--- config.mk ---
export PLATFORM = sky130hd
export DESIGN_NAME = rv_mc_datapath_bus
export DESIGN_NICKNAME = d
export VERILOG_FILES = /design/src/rtl/rv_mc_datapath_bus.sv
export SDC_FILE = /design/constraint.sdc
export NUM_CORES = 2
export LEC_CHECK = 0
export CORE_UTILIZATION = 49
export DETAILED_ROUTE_END_ITERATION = 12
export PLACE_DENSITY = 0.77
export REMOVE_ABC_BUFFERS = 1
export SLEW_MARGIN = 10
export SYNTH_ARGS = -nofsm -noshare
export SYNTH_HDL_FRONTEND = slang
export SYNTH_SLANG_ARGS = --single-unit
export TNS_END_PERCENT = 20
--- constraint.sdc ---
create_clock -name clk -period 7.2 [get_ports clk]
set_input_delay 0.72 -clock clk [delete_from_list [all_inputs] [get_ports clk]]
set_output_delay 0.72 -clock clk [all_outputs]
set_load 0.05 [all_outputs]
--- src/rtl/rv_mc_datapath_bus.sv ---
// rv_mc_datapath_bus
// Multi-cycle RISC-V datapath with a valid/ready memory bus port.
// It supports sub-word loads and stores (LB/LH/LW/LBU/LHU, SB/SH/SW).
// The register file depth is selectable: NREGS=32 for RV32I, NREGS=16 for RV32E.
//
// Ports
//   clk, rst                 clock, asynchronous active-low reset
//   pc_write, reg_write      PC load enable, register file write enable
//   adr_src                  memory address select (0=PC, 1=Result)
//   mem_req                  start a bus transaction (accepted only in IDLE)
//   mem_we, ir_write         transaction is a store / an instruction fetch
//   result_src               Result mux: ALUOut/LoadData/ALUResult/ImmExt
//   alu_src_a                SrcA mux: PC/OldPC/A/0
//   alu_src_b                SrcB mux: B/ImmExt/4/0
//   alu_control, imm_src     ALU operation, immediate format
//   op, func3, func7         IR fields [6:0], [14:12], [30]
//   zero, neg                ALU flags (combinational)
//   mem_done, mem_err        completion pulse / misaligned-reject pulse
//   bus_*                    memory bus (word-aligned address, byte strobes)
module rv_mc_datapath_bus #(
  parameter logic [31:0] RESET_PC = 32'h0000_0000,
  parameter int          NREGS    = 32
) (
  input  logic        clk,
  input  logic        rst,
  input  logic        pc_write,
  input  logic        reg_write,
  input  logic        adr_src,
  input  logic        mem_req,
  input  logic        mem_we,
  input  logic        ir_write,
  input  logic [1:0]  result_src,
  input  logic [1:0]  alu_src_a,
  input  logic [1:0]  alu_src_b,
  input  logic [2:0]  alu_control,
  input  logic [2:0]  imm_src,
  output logic [6:0]  op,
  output logic [2:0]  func3,
  output logic        func7,
  output logic        zero,
  output logic        neg,
  output logic        mem_done,
  output logic        mem_err,
  output logic        bus_valid,
  output logic        bus_we,
  output logic [31:0] bus_addr,
  output logic [31:0] bus_wdata,
  output logic [3:0]  bus_wstrb,
  input  logic        bus_ready,
  input  logic [31:0] bus_rdata
);

  // Register index width; upper index bits of rs1/rs2/rd are ignored for RV32E.
  localparam int RW = (NREGS == 16) ? 4 : 5;

  typedef enum logic [1:0] {IDLE, REQ, DONE} bus_state_e;

  bus_state_e  state_q, state_d;

  logic [31:0] pc_q, oldpc_q, ir_q, mdr_q, a_q, b_q, aluout_q;
  logic [31:0] rf_q [NREGS];

  // Latched transaction info
  logic [31:0] addr_q, wdata_q;
  logic [3:0]  wstrb_q;
  logic [1:0]  off_q;
  logic        we_q, fetch_q, err_q;

  logic [31:0] imm_ext, src_a, src_b, alu_result, load_data, result, adr;
  logic [31:0] mdr_sh, wdata_d;
  logic [3:0]  wstrb_d;
  logic [1:0]  size;
  logic        misaligned, req_acc, err_d, capture;

  // ---------------- immediate generation ----------------
  always_comb begin
    case (imm_src)
      3'd1:    imm_ext = {{20{ir_q[31]}}, ir_q[31:25], ir_q[11:7]};                  // S
      3'd2:    imm_ext = {{20{ir_q[31]}}, ir_q[7], ir_q[30:25], ir_q[11:8], 1'b0};   // B
      3'd3:    imm_ext = {{12{ir_q[31]}}, ir_q[19:12], ir_q[20], ir_q[30:21], 1'b0}; // J
      3'd4:    imm_ext = {ir_q[31:12], 12'b0};                                       // U
      default: imm_ext = {{20{ir_q[31]}}, ir_q[31:20]};                              // I
    endcase
  end

  // ---------------- ALU ----------------
  always_comb begin
    case (alu_src_a)
      2'd0:    src_a = pc_q;
      2'd1:    src_a = oldpc_q;
      2'd2:    src_a = a_q;
      default: src_a = '0;
    endcase
    case (alu_src_b)
      2'd0:    src_b = b_q;
      2'd1:    src_b = imm_ext;
      2'd2:    src_b = 32'd4;
      default: src_b = '0;
    endcase
    case (alu_control)
      3'd0:    alu_result = src_a + src_b;
      3'd1:    alu_result = src_a - src_b;
      3'd2:    alu_result = src_a & src_b;
      3'd3:    alu_result = src_a | src_b;
      3'd4:    alu_result = src_a ^ src_b;
      3'd5:    alu_result = {31'b0, $signed(src_a) < $signed(src_b)};
      3'd6:    alu_result = src_a << src_b[4:0];
      default: alu_result = src_a >> src_b[4:0];
    endcase
  end

  assign zero = (alu_result == '0);
  assign neg  = alu_result[31];

  // ---------------- load extraction ----------------
  // The lane offset comes from the latched address; the extension comes from the current IR.
  assign mdr_sh = mdr_q >> {off_q, 3'b000};

  always_comb begin
    case (ir_q[14:12])
      3'b000:  load_data = {{24{mdr_sh[7]}}, mdr_sh[7:0]};
      3'b001:  load_data = {{16{mdr_sh[15]}}, mdr_sh[15:0]};
      3'b100:  load_data = {24'b0, mdr_sh[7:0]};
      3'b101:  load_data = {16'b0, mdr_sh[15:0]};
      default: load_data = mdr_q;
    endcase
  end

  always_comb begin
    case (result_src)
      2'd0:    result = aluout_q;
      2'd1:    result = load_data;
      2'd2:    result = alu_result;
      default: result = imm_ext;
    endcase
  end

  assign adr = adr_src ? result : pc_q;

  // ---------------- request decode ----------------
  // Fetches are always word-sized. Data accesses take their size from func3[1:0];
  // a size code of 2'b11 is treated as a word.
  assign size       = ir_write ? 2'b10 : ir_q[13:12];
  assign misaligned = (size == 2'b01 && adr[0]) || (size[1] && adr[1:0] != 2'b00);

  always_comb begin
    wstrb_d = 4'b0000;
    wdata_d = b_q;
    case (size)
      2'b00: begin
        wstrb_d = 4'b0001 << adr[1:0];
        wdata_d = {4{b_q[7:0]}};
      end
      2'b01: begin
        wstrb_d = 4'b0011 << adr[1:0];
        wdata_d = {2{b_q[15:0]}};
      end
      default: wstrb_d = 4'b1111;
    endcase
    if (!mem_we) wstrb_d = 4'b0000;
  end

  // ---------------- bus FSM ----------------
  always_comb begin
    state_d = state_q;
    req_acc = 1'b0;
    err_d   = 1'b0;
    case (state_q)
      IDLE: if (mem_req) begin
        if (misaligned) err_d = 1'b1;
        else begin
          state_d = REQ;
          req_acc = 1'b1;
        end
      end
      REQ:     if (bus_ready) state_d = DONE;
      DONE:    state_d = IDLE;
      default: state_d = IDLE;
    endcase
  end

  assign capture = (state_q == REQ) && bus_ready;

  always_ff @(posedge clk or negedge rst) begin
    if (!rst) begin
      state_q <= IDLE;
      err_q   <= 1'b0;
      addr_q  <= '0;
      wdata_q <= '0;
      wstrb_q <= '0;
      off_q   <= '0;
      we_q    <= 1'b0;
      fetch_q <= 1'b0;
    end else begin
      state_q <= state_d;
      err_q   <= err_d;
      if (req_acc) begin
        addr_q  <= {adr[31:2], 2'b00};
        off_q   <= adr[1:0];
        wdata_q <= wdata_d;
        wstrb_q <= wstrb_d;
        we_q    <= mem_we;
        fetch_q <= ir_write;
      end
    end
  end

  assign bus_valid = (state_q == REQ);
  assign bus_we    = bus_valid & we_q;
  assign bus_wstrb = bus_valid ? wstrb_q : 4'b0000;
  assign bus_addr  = addr_q;
  assign bus_wdata = wdata_q;
  assign mem_done  = (state_q == DONE);
  assign mem_err   = err_q;

  // ---------------- datapath registers ----------------
  always_ff @(posedge clk or negedge rst) begin
    if (!rst) begin
      pc_q     <= RESET_PC;
      oldpc_q  <= '0;
      ir_q     <= '0;
      mdr_q    <= '0;
      a_q      <= '0;
      b_q      <= '0;
      aluout_q <= '0;
    end else begin
      a_q      <= rf_q[ir_q[15 +: RW]];
      b_q      <= rf_q[ir_q[20 +: RW]];
      aluout_q <= alu_result;
      if (pc_write) pc_q <= result;
      if (capture && !we_q) mdr_q <= bus_rdata;
      if (capture && fetch_q) begin
        ir_q    <= bus_rdata;
        oldpc_q <= pc_q;
      end
    end
  end

  // Entry 0 is never written, so reads of x0 return zero.
  always_ff @(posedge clk or negedge rst) begin
    if (!rst) begin
      for (int i = 0; i < NREGS; i++) rf_q[i] <= '0;
    end else if (reg_write && ir_q[7 +: RW] != '0) begin
      rf_q[ir_q[7 +: RW]] <= result;
    end
  end

  assign op    = ir_q[6:0];
  assign func3 = ir_q[14:12];
  assign func7 = ir_q[30];

endmodule

==> reports/qor.csv <==
stage,metric,value,unit
timing,maxSlewViolCount,0,
timing,worst_slew_pin_slew,1.30,ns
global_route,antenna_found_initial,15,
floorplan,die_w,392,um
placement,numPlacedInstances,8821,
global_route,overflow,0,
yosys,ys_ff_latch,1321,
critical_path,path_max_fanout,16,
yosys,async_reset_ff_share,100,%
detailed_routing,dr.pass1.iters,6,
finish,design_area,0.0846,mm^2
floorplan,initial_core_util,49.6,%
floorplan,rows,142,
clock_network,clkSinkCount,1321,
detailed_routing,drt-total-wl,299,mm
yosys,syn_area,0.0745,mm^2
clock_network,clk_pin_slew_worst_paths,0.06,ns
floorplan,io_pins,138,
global_route,grt_max_degree,180,
finish,syn2layout_area_growth,13.6,%
global_route,grt_util_met2,57.5,%
placement,place_area,0.0796,mm^2
yosys,ys.flop_type,dfrtp_1,
critical_path,cp-start-kind,primary input,
global_route,grt_pass1_wl,433,mm
critical_path,critical_path_required,6.48,ns
worst_hold_path,hold_class,reg -> reg,
detailed_routing,vias,61700,
finish,final_common_cell,dfrtp_1,
detailed_routing,viasPerCell,6.80,
timing,final-setup-viol-count,0,
finish,seq_area,0.0331,mm^2
run_status,status,completed,
timing,post-route-min-period,7.04,ns
finish,final_util,56.3,%
timing,timing.setup.tns,0,ns
placement,dp_hpwl,198,mm
timing,clock_skew,0.0356,ns
floorplan,design.die.area,0.154,mm^2
yosys,yosys_warnings,0,
yosys,synth_cell_types,99,
yosys,syn_avg_cell_area,10.8,um^2
detailed_routing,antenna_left,0,
finish,multi_input_area,0.0387,mm^2
yosys,yosysSeqAreaShare,44.4,%
clock_network,cts_tree,done,
clock_network,root_buffer,clkbuf_16,
clock_network,clock_latency,0.79,ns
detailed_routing,initialDrtViolationCount,8471,
timing,fmax,0.142,GHz
finish,layout_common_cells,"dfrtp_1 (1307), nand2_1 (1238), o21ai_0 (999)",
finish,stdcell_count,9079,
clock_network,cts_buffers,142,
critical_path,criticalPathCategory,in -> out,
timing,timing.slew.headroom,12.2,%
power,vdd_drop_max,337,uV
yosys,synth_edf_count,0,
global_route,top_usage_layer,met2,
clock_network,htree_levels,4,
power,p_per_area,458,mW/mm^2
critical_path,crit_arrival,6.32,ns
detailed_routing,wl_per_cell,32.9,um
job,maxCapViolCount,0,
yosys,syn_inst,6902,
floorplan,core,0.150,mm^2
timing,finalCritPeriodShare,97.8,%
critical_path,end_kind,output pin,
clock_network,clk_path_buf_depth,3,
global_route,grt_usage,39.3,%
power,power,38.7,mW
detailed_routing,post-route-drc-count,0,
global_route,met3_usage,12.8,%
finish,drive_gt1_share,24.6,%
global_route,gr-usage-met1,51.5,%
placement,gp_congestion,1.05,
placement,portBuffers,135,
power,leakage,36.7,nW
finish,num-fill-cells,12300,
finish,finalNetCount,7103,
floorplan,die_h,392,um
timing,timing_hold_violations_final,0,
global_route,grt_pass1_vias,62000,
-- critical path, cell delays in order --
cell       delay, ns
buf_2           0.28
buf_4           0.47
buf_4           0.27
mux2i_1         0.09
o2bb2ai_1       0.93
inv_1           0.19
ha_1            0.40
nor2_1          0.15
nand3_1         0.14
nor3_1          0.16
buf_4           0.19
o211ai_1        0.10
a21oi_1         0.33
buf_4           0.21
o2bb2ai_1       0.10
a221oi_1        0.29
o2bb2ai_1       0.18
nand3_1         0.22
nor4_2          0.23
nand4_1         0.20
nor2_2          0.17
buf_4           0.14
buf_12          0.12
-- cell type report --
class	instances	area share, %
multi-input combinational	4772	45.7
sequential	1321	39.1
timing repair buffer	594	6.01
clock buffer	200	4.86
tap	2016	2.98
clock inverter	52	0.809
inverter	120	0.538
antenna	4	0.0118
-- layer usage --
layer	share of wire [%]	vias up	wire (um)
met1	37	31300	112000
li1	-	25200	-
met3	12	1028	36600
met4	6.6	24	19700
met2	44	4087	130000
met5	0.15	-	450
-- stage by stage --
| stage | worst slack, ns | hold WS (ns) |
|---|---|---|
| floorplan | -10.52 | 0.365 |
| global route | -0.0222 | 0.405 |
| finish | 0.160 | 0.394 |
| global placement | -0.331 | 0.376 |
| CTS | 0.0213 | 0.397 |
| detailed placement | -0.399 | 0.383 |
-- logic make-up (layout without fill, tap and decap cells) --
group                      Yosys count  after routing  synth area share (%)
other                                1              6               0.00503
adders and majority gates           99             99                  1.68
AOI/OAI and AO/OA                 1826           1826                  14.5
DFF                               1321           1321                  44.4
muxes                              990            990                  24.4
and+or+nand+nor                   1833           1833                  10.2
xor gates and xnor gates            22             22                 0.269
buffers and inverters              810            966                  4.58
-- power by group --
group	internal, mW	total [mW]	switching, mW
Clock	4.41	7.61	3.21
Combinational	7.96	18.5	10.5
Sequential	10.2	12.7	2.51
-- cells in the mapped netlist, types with 13 or more instances --
| cell type | instances | area share, % |
|---|---|---|
| a31oi_1 | 19 | 0.16 |
| buf_1 | 68 | 0.34 |
| nor3_1 | 84 | 0.56 |
| xnor2_1 | 16 | 0.19 |
| o21a_1 | 13 | 0.13 |
| a221oi_1 | 26 | 0.31 |
| nor2b_1 | 24 | 0.20 |
| a211oi_2 | 25 | 0.42 |
| nand3_1 | 40 | 0.27 |
| nand2b_1 | 33 | 0.28 |
| a21o_1 | 38 | 0.38 |
| nor4_1 | 19 | 0.16 |
| mux2i_1 | 160 | 2.1 |
| o21bai_1 | 15 | 0.15 |
| inv_1 | 109 | 0.55 |
| o21ai_0 | 1005 | 6.7 |
| nand2_1 | 1275 | 6.4 |
| a22oi_1 | 24 | 0.24 |
| o211ai_1 | 40 | 0.40 |
| a21oi_2 | 19 | 0.22 |
| o21ai_1 | 110 | 0.74 |
| a21oi_1 | 250 | 1.7 |
| a211oi_1 | 79 | 0.80 |
| dfrtp_1 | 1321 | 44 |
| mux4_2 | 641 | 19 |
| nor2_1 | 257 | 1.3 |
| or2_2 | 15 | 0.13 |
| buf_4 | 33 | 0.33 |
| buf_6 | 26 | 0.39 |
| o31ai_1 | 19 | 0.19 |
| buf_2 | 36 | 0.24 |
| clkbuf_1 | 526 | 2.6 |
| and2_1 | 14 | 0.12 |
| nand4_1 | 14 | 0.12 |
| ha_1 | 97 | 1.6 |
| mux2_2 | 177 | 2.7 |
-- worst paths after layout --
kind                              endpoint         start  depth (start not counted)  slack, ns
worst max-delay path                  zero  alu_src_a[1]                         23       0.16
worst min-delay path            rf_q[1020]    rf_q[1020]                          0       0.39
worst max register to register   rf_q[317]      ir_q[31]                         22       1.29
worst min register to register  rf_q[1020]    rf_q[1020]                          0       0.39
max in group asynchronous         pc_q[21]           rst                          4       4.52
min in group asynchronous        rf_q[199]           rst                          2       0.61
-- registers in the layout, summed over array words and instances, names as in the netlist --
signal     count
state_q        2
fetch_q        1
rf_q        1024
bus_addr      30
ir_q          32
b_q           32
wstrb_q        4
mdr_q         32
a_q           32
oldpc_q       32
aluout_q      32
pc_q          32
we_q           1
mem_err        1
bus_wdata     32
off_q          2
-- repair_timing --
| item | 4_1_cts | 5_1_grt |
|---|---|---|
| gates resized for setup | 10 | 39 |
| hold endpoints to repair | 49 | 0 |
| endpoints found under the setup margin | 1 | 1 |
| pin swaps | 0 | 2 |
| buffers inserted | 0 | 1 |
| hold buffers | 1 | 0 |
Note: power is estimated with default switching activity, not from simulation.
